--- config.mk ---
export PLATFORM = sky130hd
export DESIGN_NAME = four_way_grant_arbiter
export DESIGN_NICKNAME = d
export VERILOG_FILES = /design/src/rtl/four_way_grant_arbiter_pkg.sv /design/src/rtl/four_way_priority_select.sv /design/src/rtl/four_way_grant_arbiter.sv
export SDC_FILE = /design/constraint.sdc
export NUM_CORES = 1
export LEC_CHECK = 0
export ABC_AREA = 1
export CORE_MARGIN = 3
export CORE_UTILIZATION = 44
export CTS_CLUSTER_SIZE = 20
export DETAILED_ROUTE_END_ITERATION = 10
export DONT_BUFFER_PORTS = 1
export PLACE_DENSITY = 0.63
export SLEW_MARGIN = 20
export SYNTH_ARGS = -nofsm -noshare
export SYNTH_HDL_FRONTEND = slang
export SYNTH_HIERARCHICAL = 1
export SYNTH_SLANG_ARGS = --single-unit
--- constraint.sdc ---
create_clock -name clk -period 2.35 [get_ports clk]
set_clock_uncertainty 0.05 [all_clocks]
set_input_delay 0.705 -clock clk [delete_from_list [all_inputs] [get_ports clk]]
set_output_delay 0.705 -clock clk [all_outputs]
set_load 0.02 [all_outputs]
--- src/rtl/four_way_grant_arbiter_pkg.sv ---
// Shared definitions for the four-way grant arbiter: FSM state encoding,
// requester index constants and the requester count.
package four_way_grant_arbiter_pkg;

  localparam int unsigned NUM_REQ = 4;

  typedef logic [1:0] req_idx_t;

  localparam req_idx_t REQ_A = 2'd0;
  localparam req_idx_t REQ_B = 2'd1;
  localparam req_idx_t REQ_C = 2'd2;
  localparam req_idx_t REQ_D = 2'd3;

  typedef enum logic {
    IDLE = 1'b0,
    BUSY = 1'b1
  } state_t;

endpackage

--- src/rtl/four_way_priority_select.sv ---
// Combinational winner selection: scans the request vector starting at
// 'start' and wrapping modulo four; the first set bit found wins.
module four_way_priority_select
  import four_way_grant_arbiter_pkg::*;
(
  input  logic [NUM_REQ-1:0] req,
  input  req_idx_t           start,
  output req_idx_t           id,
  output logic               valid
);

  req_idx_t idx;

  // Walk the candidates from furthest to nearest so the nearest hit is
  // the last assignment and therefore the one that sticks.
  always_comb begin
    // NOTE: every output of a combinational block gets a default first;
    // a path that leaves one unassigned would infer a latch.
    id    = REQ_A;
    valid = 1'b0;
    idx   = REQ_A;
    for (int k = NUM_REQ - 1; k >= 0; k--) begin
      idx = start + 2'(k);
      if (req[idx]) begin
        id    = idx;
        valid = 1'b1;
      end
    end
  end

endmodule

--- src/rtl/four_way_grant_arbiter.sv ---
// Four-requester grant arbiter with a bounded hold time and a mandatory
// one-cycle idle turnaround between grants.
// Policy macro ARBITER_ROUND_ROBIN_EN: defined = round robin starting after
// the last winner (a first out of reset); undefined = fixed d > c > b > a.
module four_way_grant_arbiter
  import four_way_grant_arbiter_pkg::*;
#(
  parameter int unsigned MAX_HOLD = 8
) (
  input  logic               clk,
  input  logic               rst_n,
  input  logic [NUM_REQ-1:0] req,
  input  logic               done,
  output logic [NUM_REQ-1:0] grant,
  output logic [1:0]         grant_id,
  output logic               grant_valid
);

  localparam int unsigned        CNT_W     = $clog2(MAX_HOLD) + 1;
  localparam logic [CNT_W-1:0]   HOLD_LAST = CNT_W'(MAX_HOLD - 1);

  state_t              state;
  logic [CNT_W-1:0]    hold_cnt;
  req_idx_t            start_idx;
  logic [NUM_REQ-1:0]  sel_req;
  req_idx_t            sel_id;
  logic                sel_valid;
  req_idx_t            win_id;
  logic                release_evt;
  logic                take_grant;

`ifdef ARBITER_ROUND_ROBIN_EN
  req_idx_t rr_ptr;

  // Search begins one past the previous winner.
  assign start_idx = rr_ptr + 2'd1;
  assign sel_req   = req;
  assign win_id    = sel_id;
`else
  // Fixed d > c > b > a: scanning the bit-reversed vector upward from 0
  // visits d first, so the found index maps back as REQ_D - id.
  assign start_idx = REQ_A;
  assign sel_req   = {req[REQ_A], req[REQ_B], req[REQ_C], req[REQ_D]};
  assign win_id    = REQ_D - sel_id;
`endif

  four_way_priority_select u_select (
    .req   (sel_req),
    .start (start_idx),
    .id    (sel_id),
    .valid (sel_valid)
  );

  assign take_grant  = (state == IDLE) && sel_valid;
  // Any of the three causes ends the grant; together they still act once.
  assign release_evt = done || !req[grant_id] || (hold_cnt == HOLD_LAST);

  // Grant FSM with registered outputs and the hold counter.
  always_ff @(posedge clk) begin
    // NOTE: sequential state uses non-blocking assignments so every register
    // samples pre-edge values regardless of statement order.
    if (!rst_n) begin
      state       <= IDLE;
      hold_cnt    <= '0;
      grant       <= '0;
      grant_id    <= REQ_A;
      grant_valid <= 1'b0;
    end else begin
      case (state)
        IDLE: begin
          if (take_grant) begin
            state       <= BUSY;
            hold_cnt    <= '0;
            grant       <= 4'b0001 << win_id;
            grant_id    <= win_id;
            grant_valid <= 1'b1;
          end
        end
        BUSY: begin
          if (release_evt) begin
            state       <= IDLE;
            grant       <= '0;
            grant_id    <= REQ_A;
            grant_valid <= 1'b0;
          end else begin
            hold_cnt <= hold_cnt + 1'b1;
          end
        end
        default: state <= IDLE;
      endcase
    end
  end

`ifdef ARBITER_ROUND_ROBIN_EN
  // Round-robin pointer remembers the most recent winner.
  always_ff @(posedge clk) begin
    if (!rst_n) begin
      rr_ptr <= REQ_D;
    end else if (take_grant) begin
      rr_ptr <= win_id;
    end
  end
`endif

endmodule

Word level (Yosys, flattened, before mapping)
Cells that the tools add are included.
Storage, ports and cells
  register bits: 12
  input port bits: 7
  output and inout port bits: 7
Operators by class
  add/subtract/negate cells: 2
  magnitude comparators: 1
  equality and inequality tests: 4
  shift operators: 1
  mux-type cells: 25
  bitwise operators: 1
  reduce and logical (&&, ||, !) cells: 6
Operator list (count)
  $mux W4: 4
  $pmux W4 S2: 2
  $mux W2: 6
  $mux W1: 9
  $add A4 B1 Y4 const B: 1
  $eq A4 B3 Y1 const B: 1
  $ne A2 B2 Y1 const B: 2
  $pmux W1 S2: 2
  $pmux W2 S2: 1
  $reduce_and A2 Y1: 2
  $shl A1 B2 Y4 const A: 1
  $lt A2 B3 Y1 const B: 1
  $bmux W1 S2: 1
  $logic_or A1 B1 Y1: 2
  $ne A2 B1 Y1 const B: 1
  $sub A2 B2 Y2 const A: 1
  $logic_and A1 B1 Y1: 1
  $logic_not A1 Y1: 1
  $not A1 Y1: 1

Longest topological paths before layout
Gate-level depths: netlist (run 1).
  depth in word-level cells: 8
  mapped depth: 14
  depth with buffers taken out: 13

Modules after synthesis
The synthesis (run 1) kept the hierarchy.
Modules (own cells, without submodules)
  four_way_grant_arbiter: times used 1, cells each 96, area each 640.6 um2, sequential area each 240.2 um2
  four_way_priority_select: times used 1, cells each 44, area each 215.2 um2, sequential area each 0.0 um2

Least setup slack after synthesis (run 1)
Ideal clock, no wire load.
  path kind: input to register
  start point: input port req[3]
  end point: register grant_id[0]
  arrival time: 1.509 ns
  path slack: 0.721 ns
  stages on the path: 9
  path buffers: 1
  cell sequence: inv_1 -> nand2_2 -> and2_4 -> inv_1 -> nand3_1 -> nand2_4 -> buf_6 -> nand3_1 -> a21oi_1
On the way
  elaborated cells on any way between the ends: 14
  classes of those cells: add/sub (1); eq/ne (2); mux (6); reduce/logical (5)
RTL lines
  start, declared: line four_way_grant_arbiter.sv:12  | input logic [NUM_REQ-1:0] req,
  $mux W1: line four_way_priority_select.sv:24  | if (req[idx]) begin
  via sel_valid: line four_way_grant_arbiter.sv:27  | logic sel_valid;
  $logic_and A1 B1 Y1: line four_way_grant_arbiter.sv:54  | assign take_grant = (state == IDLE) && sel_valid;
  $ne A2 B2 Y1 (no line)
  $reduce_and A2 Y1 (no line)
  end signal, assigned: line four_way_grant_arbiter.sv:75  | grant_id <= win_id;
  end, declared: line four_way_grant_arbiter.sv:15  | output logic [1:0] grant_id,
The timed path passes the listed nets, and every way through them passes these cells. The select of a mux whose other input is x is not followed.
A chain may end at the register's enable or synchronous reset.

Worst setup path after layout (run 1)
  start point: register grant_id[0]
  end point: output port grant_id[0]
No word-level cell between the ends.

==> results of run 1 <==
==> stage by stage <==
| step | area (um2) | utilization | worst slack [ns] | cells |
|---|---|---|---|---|
| global route | 916 | 0.514 | 0.717 | 171 |
| floorplan | 871 | - | 0.721 | 144 |
| global placement | 880 | 0.493 | 0.606 | 167 |
| CTS | 916 | 0.514 | 0.779 | 171 |
| detailed placement | 880 | 0.493 | 0.604 | 167 |
| finish | 916 | 0.514 | 0.785 | 171 |
==> layout make-up <==
type	count	area share
inverter	23	0.0970
sequential	12	0.262
clock buffer	4	0.0396
tap	25	0.0342
multi-input combinational	107	0.567
==> registers in the layout, summed over array words and instances (netlist names) <==
name,count
state,1
grant_id,2
hold_cnt,4
grant_valid,1
grant,4
==> final timing paths <==
check | to | cells past startpoint | slack, ns | start
worst min-delay path | hold_cnt[1] | 2 | 0.46 | hold_cnt[1]
worst max-delay path | grant_id[0] | 0 | 0.79 | grant_id[0]
worst max register to register | grant[2] | 7 | 0.95 | grant_id[0]
worst min register to register | hold_cnt[1] | 2 | 0.46 | hold_cnt[1]
==> logic make-up (layout without fill, tap and decap cells) <==
logic type               after synthesis  count (layout)
other                                  1               5
adder cells (fa/ha/maj)                1               1
XOR/XNOR                               1               1
buffers and inverters                 25              27
flip-flops                            12              12
AO/OA/AOI/OAI                         14              14
AND/OR/NAND/NOR                       86              86
==> worst register-to-register path, stage by stage (launching register included) <==
cell,delay [ns]
dfxtp_1,0.54
inv_1,0.12
nand2_1,0.10
nand3_1,0.08
nand3_2,0.11
nand2_4,0.10
a21oi_1,0.15
nor2_1,0.06
==> power by group through the flow <==
stage / Clock, uW / Sequential, uW / Combinational [uW]
after floorplan: 0 / 256 / 127
after global placement: 0 / 261 / 137
after detailed placement: 0 / 261 / 139
after CTS: 169 / 256 / 140
after global routing: 184 / 259 / 163
final: 164 / 256 / 141
==> layer usage <==
layer  vias to the layer above  global-route usage  part of all wire
met2                        19               0.204              0.40
li1                        448                   -                 -
met5                         -                   0                 0
met4                         0              0.0553             0.011
met3                         5              0.0604             0.078
met1                       367               0.205              0.51
==> cells in the final DEF, fill, tap and decap left out, types with 2 or more instances in the layout <==
| cell type | instances |
|---|---|
| nand2_1 | 37 |
| nand3_1 | 22 |
| inv_1 | 17 |
| nor2_1 | 14 |
| a21oi_1 | 12 |
| dfxtp_1 | 12 |
| inv_2 | 5 |
| conb_1 | 5 |
| nand2_2 | 5 |
| nand3_2 | 3 |
| clkbuf_4 | 3 |
| nand2_4 | 2 |
==> impl_metrics.py, run 1 <==
metrics = {
    "outcome": {
        "outcome": "complete, no violations",
    },
    "floorplan": {
        "core_area_mm2": 0.00178,
        "fp.dieW_um": 50.1,
        "initial_utilization": 0.480,
        "rows": 15,
        "pin_count": 14,
        "fp.dieH_um": 50.1,
        "dieArea_mm2": 0.00251,
    },
    "synthesis": {
        "avgSynthCellArea_um2": 6.11,
        "synth_top_family_by_area": "simple AND/OR/NAND/NOR gates",
        "synth_fa_ha_area_frac": 0.0146,
        "yosysUniqueCellTypes": 20,
        "synth_edf_count": 0,
        "synthTopCellsByArea": "dfxtp_1, nand2_1, nand3_1, inv_1, a21oi_1",
        "ys.flop_type": "dfxtp_1",
        "yosysWarnings": 6,
        "synthXorXnorAreaFrac": 0.0102,
        "synthSimpleGateAreaFrac": 0.474,
        "muxShareOfSynthArea": 0,
        "synth_largest_area_cell": "dfxtp_1",
        "yosysMostFrequentCell": "nand2_1",
        "synthArstFlopShare": 0,
        "synth_commonest_cells": "nand2_1, nand3_1, inv_1",
        "syn_area_um2": 856,
        "ys_ff_latch": 12,
        "synth_cells": 140,
        "synth_top_area_share": 0.281,
        "synth_compound_gate_area_share": 0.0863,
        "synth-seq-area-share": 0.281,
    },
    "critical_path": {
        "path_class": "reg -> out",
        "cp_data_required_time_ns": 1.59,
        "crit_path_start_kind": "flop",
        "cp_max_fo": 6,
        "cp_data_arrival_time_ns": 0.81,
        "worst_setup_path_end_kind": "output port",
    },
    "power": {
        "switching_share": 0.346,
        "seqPwrFrac": 0.456,
        "p_switching_uw": 194,
        "internal_power_uw": 366,
        "clockPowerShare": 0.292,
        "power_uw": 560,
        "comb_power_share": 0.251,
        "peakVddDrop_uv": 351,
        "p_leak_uw": 0.000451,
        "powerDensity_mw_per_mm2": 611,
    },
    "sta": {
        "max_freq_ghz": 0.639,
        "slew_viol_final": 0,
        "finalSetupTns_ns": 0,
        "final-setup-viol-count": 0,
        "fin_hold_ws_ns": 0.461,
        "finalCritPeriodShare": 0.666,
        "fin_crit_ns": 1.56,
        "rsz0062_at_grt": "no",
        "finalHoldViolCount": 0,
    },
    "route": {
        "post-route-drc-count": 0,
        "drt_iter0_drc": 17,
        "wirelength_um": 1610,
        "drt-pass1-iter-count": 4,
        "num_vias": 839,
        "wl_per_cell_um": 9.39,
        "drtAntennaViolNets": 0,
        "viasPerCell": 4.91,
    },
    "clock_tree": {
        "cts.sinks": 12,
        "cts_hold_buffers": 0,
        "cts_root_buf": "clkbuf_4",
        "cts_buffers": 3,
        "clk_pin_slew_ns": 0.08,
        "clk_path_buf_depth": 2,
        "cts_tree": "done",
        "clk_latency_ns": 0.27,
        "htree_levels": 1,
        "post_cts_buffers": 0,
        "cts_resized": 0,
    },
    "placed_design": {
        "hpwl_um": 1290,
        "numPortBuffers": 0,
        "gp_congestion": 0.788,
    },
    "cells_and_area": {
        "drive_gt1_frac": 0.158,
        "multiInputGateArea_um2": 519,
        "diodes": 0,
        "num-fill-cells": 194,
        "final_nets": 155,
        "ff_latch_area_um2": 240,
        "syn_to_final_growth_pct": 7.02,
    },
    "global_routing": {
        "antenna_found_initial": 0,
        "grt_overflow": 0,
        "first_global_vias": 717,
        "grt_pass1_wl_um": 2910,
        "track_usage": 0.149,
        "grt_max_degree": 17,
    },
    "run": {
        "timing.max_cap.violations": 0,
    },
    "hold_path": {
        "hold_class": "reg -> reg",
    },
}
Note: power is estimated with default switching activity, not from simulation.
==> run 2: changes to the inputs <==
Settings changed: PLACE_DENSITY 0.63 to 0.65.
Clock period 2.35 ns to 1.4 ns, I/O delays scaled along.
==> run 2 against run 1 <==
Clock-buffer cell count is the same; die area did not move; first-iteration DRC count decreased by 12%; wire length is 15% higher; non-clock buffer count grew 9; critical path depth increased by 9; utilization up 7.6 points; global-route usage barely moved; critical endpoint is now grant[2]; highest routed layer unchanged.
==> impl_metrics.py, run 2 (synthesized netlist as in run 1, its figures left out) <==
metrics = {
    "clock_tree": {
        "cts_tree": "done",
        "cts_buffers": 3,
        "clk_latency_ns": 0.27,
        "clk_pin_slew_ns": 0.08,
        "clk_path_buf_depth": 2,
        "htree_levels": 1,
        "cts_hold_buffers": 0,
        "cts_root_buf": "clkbuf_4",
        "cts.sinks": 12,
    },
    "floorplan": {
        "dieArea_mm2": 0.00251,
        "core_area_mm2": 0.00178,
        "fp.dieW_um": 50.1,
        "initial_utilization": 0.480,
        "fp.dieH_um": 50.1,
        "rows": 15,
        "pin_count": 14,
    },
    "route": {
        "wirelength_um": 1850,
        "drtAntennaViolNets": 0,
        "drt_iter0_drc": 15,
        "num_vias": 848,
        "post-route-drc-count": 0,
        "viasPerCell": 4.69,
        "drt-pass1-iter-count": 4,
        "wl_per_cell_um": 10.2,
    },
    "critical_path": {
        "crit_path_start_kind": "flop",
        "crit-reg2reg-capture": "grant[2]",
        "path_class": "reg -> reg",
        "crit_end": "grant[2]",
        "r2r-start": "hold_cnt[1]",
        "path_cells": "ha_4 -> nand2_4 -> nor2_2 -> nor2_2 -> nand3_2 -> nand2_2 -> nand3_1 -> nand2_1 -> nor2_1",
        "slowest_delay_ns": 0.36,
        "cp_data_arrival_time_ns": 1.51,
        "critPathBufInv": 0,
        "rrSetupSlack_ns": 0.01,
        "crit_family": "simple AND/OR/NAND/NOR gates",
        "cp_slowest_cell": "dfxtp_4",
        "worst_setup_path_end_kind": "flop",
        "cp_max_fo": 5,
        "critPathLaunch": "hold_cnt[1]",
        "reg2reg_depth": 9,
        "cp_data_required_time_ns": 1.52,
        "crit_top_cell": "nor2_2",
        "cp_num_cells": 9,
    },
    "placed_design": {
        "numPortBuffers": 0,
        "gp_congestion": 0.816,
        "hpwl_um": 1340,
        "post_dp_cell_area_um2": 932,
    },
    "sta": {
        "final-setup-viol-count": 0,
        "finalCritPeriodShare": 0.993,
        "finalSetupTns_ns": 0,
        "slew_viol_final": 0,
        "max_freq_ghz": 0.719,
        "rsz0062_at_grt": "yes",
        "finalHoldViolCount": 0,
        "fin_crit_ns": 1.39,
    },
    "run": {
        "timing.max_cap.violations": 0,
    },
    "cells_and_area": {
        "layout_commonest_cell": "nand2_1",
        "num-fill-cells": 169,
        "final_nets": 165,
        "drive_gt1_frac": 0.295,
        "diodes": 0,
        "most-common-layout-cells": "nand2_1, nand3_1, inv_1, nor2_1",
        "fin_area_mm2": 0.00105,
        "syn_to_final_growth_pct": 23.0,
        "reg_top3": "grant: 4 flops, hold_cnt: 4 flops, grant_id: 2 flops",
    },
    "global_routing": {
        "grt_overflow": 0,
        "track_usage": 0.149,
        "grt_pass1_wl_um": 2890,
        "antenna_found_initial": 0,
        "grt_max_degree": 17,
        "first_global_vias": 672,
    },
    "hold_path": {
        "hold_class": "in -> reg",
    },
    "power": {
        "p_leak_uw": 0.000513,
        "peakVddDrop_uv": 478,
        "powerDensity_mw_per_mm2": 952,
    },
    "outcome": {
        "outcome": "complete, no violations",
    },
}
-- run 2: changes by cell type in the layout (fill, tap and decap cells not counted), sizes merged --
cell   previous run  this run
buf               0         9
nand2            44        45
-- run 2: report_power, final --
group | total, uW | internal (uW) | switching (uW)
Clock | 280 | 158 | 122
Combinational | 301 | 115 | 186
Sequential | 421 | 371 | 49.9
-- run 2: worst min-delay path by stage --
stage | start | endpoint | depth (start not counted)
3_5_place_dp | hold_cnt[1] | hold_cnt[1] | 2
3_3_place_gp | hold_cnt[1] | hold_cnt[1] | 2
5_1_grt | rst_n | grant[2] | 2
4_1_cts | rst_n | hold_cnt[2] | 2
6_report | rst_n | grant[1] | 2
2_1_floorplan | hold_cnt[1] | hold_cnt[1] | 2
-- run 2: cell type report --
type / count / area, um2 / share of cell area
inverters: 23 / 88.8 / 0.0844
repair buffers: 9 / 67.6 / 0.0642
multi-input cells: 108 / 582 / 0.553
flip-flops and latches: 12 / 246 / 0.234
clock buffers: 4 / 36.3 / 0.0345
well taps: 25 / 31.3 / 0.0297
-- run 2: timing repair --
item,CTS,global route
endpoints found under the setup margin,0,12
setup buffers,0,2
gates resized for setup,0,17
-- run 2: metrics by stage --
stage	instances	hold WS (ns)	total power, uW	utilization	setup WS, ns
2_1_floorplan	144	0.427	643	-	0.0565
4_1_cts	178	0.196	979	0.543	0.0197
5_1_grt	181	0.200	1060	0.590	-0.0567
3_5_place_dp	174	0.455	698	0.523	-0.0685
3_3_place_gp	174	0.443	693	0.523	-0.0474
6_report	181	0.209	1000	0.590	0.00981
-- run 2: routing by layer --
layer / wire length [um] / global-route usage
met3: 72 / 0.0302
met2: 828 / 0.209
met5: 0 / 0
met4: 8 / 0.0829
met1: 943 / 0.209
==> run 3: changes to the inputs <==
Settings changed: CELL_PAD_IN_SITES_DETAIL_PLACEMENT set to 1, CELL_PAD_IN_SITES_GLOBAL_PLACEMENT set to 1, CORE_UTILIZATION 44 to 37, PLACE_DENSITY 0.65 to 0.76.
==> run 3 against run 2 <==
Clock-buffer cell count unchanged; non-clock buffer count up 2; highest routed layer is now met3; maximum frequency is 4.7% higher; critical path depth fell by 8; sequential power hardly changed; first-iteration DRC count increased by 20%; sequential share of layout area decreased by 1.0 points; global-route usage grew 3.9 points.
==> impl_metrics.py, run 3 (synthesized netlist as in run 1, its figures left out) <==
metrics = {
    "cells_and_area": {
        "multiInputGateArea_um2": 604,
        "ff_latch_area_um2": 244,
        "drive_gt1_frac": 0.304,
        "syn_to_final_growth_pct": 27.3,
        "fin_area_mm2": 0.00109,
        "diodes": 0,
        "most-common-layout-cells": "nand2_1, nand3_1, inv_1, nor2_1, buf_4",
        "num-fill-cells": 285,
        "reg_top3": "grant: 4 flops, hold_cnt: 4 flops, grant_id: 2 flops",
        "layout_commonest_cell": "nand2_1",
        "final_nets": 167,
        "utilization": 0.523,
    },
    "placed_design": {
        "pre_cts_slack_ns": -0.0964,
        "post_dp_cell_area_um2": 935,
        "gp_congestion": 0.751,
        "hpwl_um": 1670,
        "numPortBuffers": 0,
    },
    "sta": {
        "rsz0062_at_grt": "yes",
        "fin_hold_ws_ns": 0.212,
        "max_freq_ghz": 0.753,
        "fin_ws_ns": 0.0721,
        "finalSetupTns_ns": 0,
        "fin_crit_ns": 1.33,
        "slew_viol_final": 0,
        "finalHoldViolCount": 0,
        "final-setup-viol-count": 0,
        "finalCritPeriodShare": 0.949,
    },
    "power": {
        "powerDensity_mw_per_mm2": 936,
        "internal_power_uw": 650,
        "seqPwrFrac": 0.415,
        "comb_power_share": 0.316,
        "peakVddDrop_uv": 647,
        "switching_share": 0.362,
        "p_switching_uw": 370,
        "clockPowerShare": 0.269,
        "p_leak_uw": 0.000531,
    },
    "route": {
        "num_vias": 922,
        "m1WireLength_um": 1060,
        "drt-pass1-iter-count": 4,
        "wirelength_um": 2320,
        "wl_per_cell_um": 12.5,
        "topRoutingLayerUsed": "met3",
        "post-route-drc-count": 0,
        "wl_met3_um": 140,
        "viasPerCell": 4.98,
        "drtAntennaViolNets": 0,
        "drt_iter0_drc": 18,
        "wl_met2_um": 1120,
    },
    "critical_path": {
        "path_class": "reg -> out",
        "slowest_delay_ns": 0.41,
        "worst_setup_path_end_kind": "output port",
        "cp_slowest_cell": "dfxtp_1",
        "crit_family": "flip-flops",
        "cp_max_fo": 5,
        "crit_path_start_kind": "flop",
        "path_cells": "buf_4",
        "cp_data_arrival_time_ns": 0.86,
        "critPathBufInv": 1,
        "cp_data_required_time_ns": 0.93,
    },
    "global_routing": {
        "grt_overflow": 0,
        "track_usage": 0.188,
        "grt_max_degree": 17,
        "first_global_vias": 976,
        "antenna_found_initial": 0,
        "grt_pass1_wl_um": 4060,
    },
    "outcome": {
        "outcome": "complete, no violations",
    },
    "clock_tree": {
        "clk_pin_slew_ns": 0.08,
        "htree_levels": 1,
        "cts_tree": "done",
        "cts.sinks": 12,
        "cts_root_buf": "clkbuf_4",
        "clk_latency_ns": 0.27,
        "cts_buffers": 3,
        "clk_path_buf_depth": 2,
    },
    "run": {
        "timing.max_cap.violations": 0,
    },
    "hold_path": {
        "hold_class": "in -> reg",
    },
    "floorplan": {
        "fp.dieW_um": 54.1,
        "rows": 16,
        "pin_count": 14,
        "core_area_mm2": 0.00208,
        "dieArea_mm2": 0.00293,
        "fp.dieH_um": 54.1,
        "initial_utilization": 0.411,
    },
}
run 3: cell count changes in the layout (fill, tap and decap cells not counted), sizes merged:
cell | before | now
buf | 9 | 11
run 3: timing repair:
item,in CTS,in global routing
pin swaps,4,9
gates resized for setup,8,12
hold endpoints to repair,0,0
gates cloned,1,0
endpoints found under the setup margin,2,12
buffers inserted,2,2
hold buffers,0,0
run 3: stage by stage:
step | std cells | total power (uW)
after global placement | 176 | 698
after global routing | 185 | 1100
final | 185 | 1020
after CTS | 183 | 1000
after detailed placement | 176 | 708
after floorplan | 144 | 643
run 3: worst paths after layout:
path	start	to	slack, ns	depth (start not counted)
hold reg to reg	grant_id[0]	grant_id[0]	0.47	2
setup reg to reg	hold_cnt[0]	grant[3]	0.08	9
setup / recovery	grant_id[1]	grant_id[1]	0.07	1
hold / removal	rst_n	grant[2]	0.21	2
run 3: final cells by class:
type,count,area share
sequential,12,0.224
clock buffer,4,0.0333
timing repair buffer,11,0.0758
inverter,23,0.0815
multi-input combinational,108,0.555
tap,27,0.0310
run 3: power groups by stage:
stage / clock network (uW) / registers, uW / logic [uW]
4_1_cts: 284 / 422 / 297
2_1_floorplan: 0 / 430 / 213
3_5_place_dp: 0 / 427 / 281
6_report: 275 / 423 / 322
5_1_grt: 301 / 430 / 369
3_3_place_gp: 0 / 426 / 272
run 3: metal layers:
| layer | GRT usage | vias up |
|---|---|---|
| met5 | 0 | - |
| met4 | 0.0124 | 0 |
| met3 | 0.0582 | 0 |
| met2 | 0.329 | 20 |
| met1 | 0.236 | 425 |
| li1 | - | 477 |
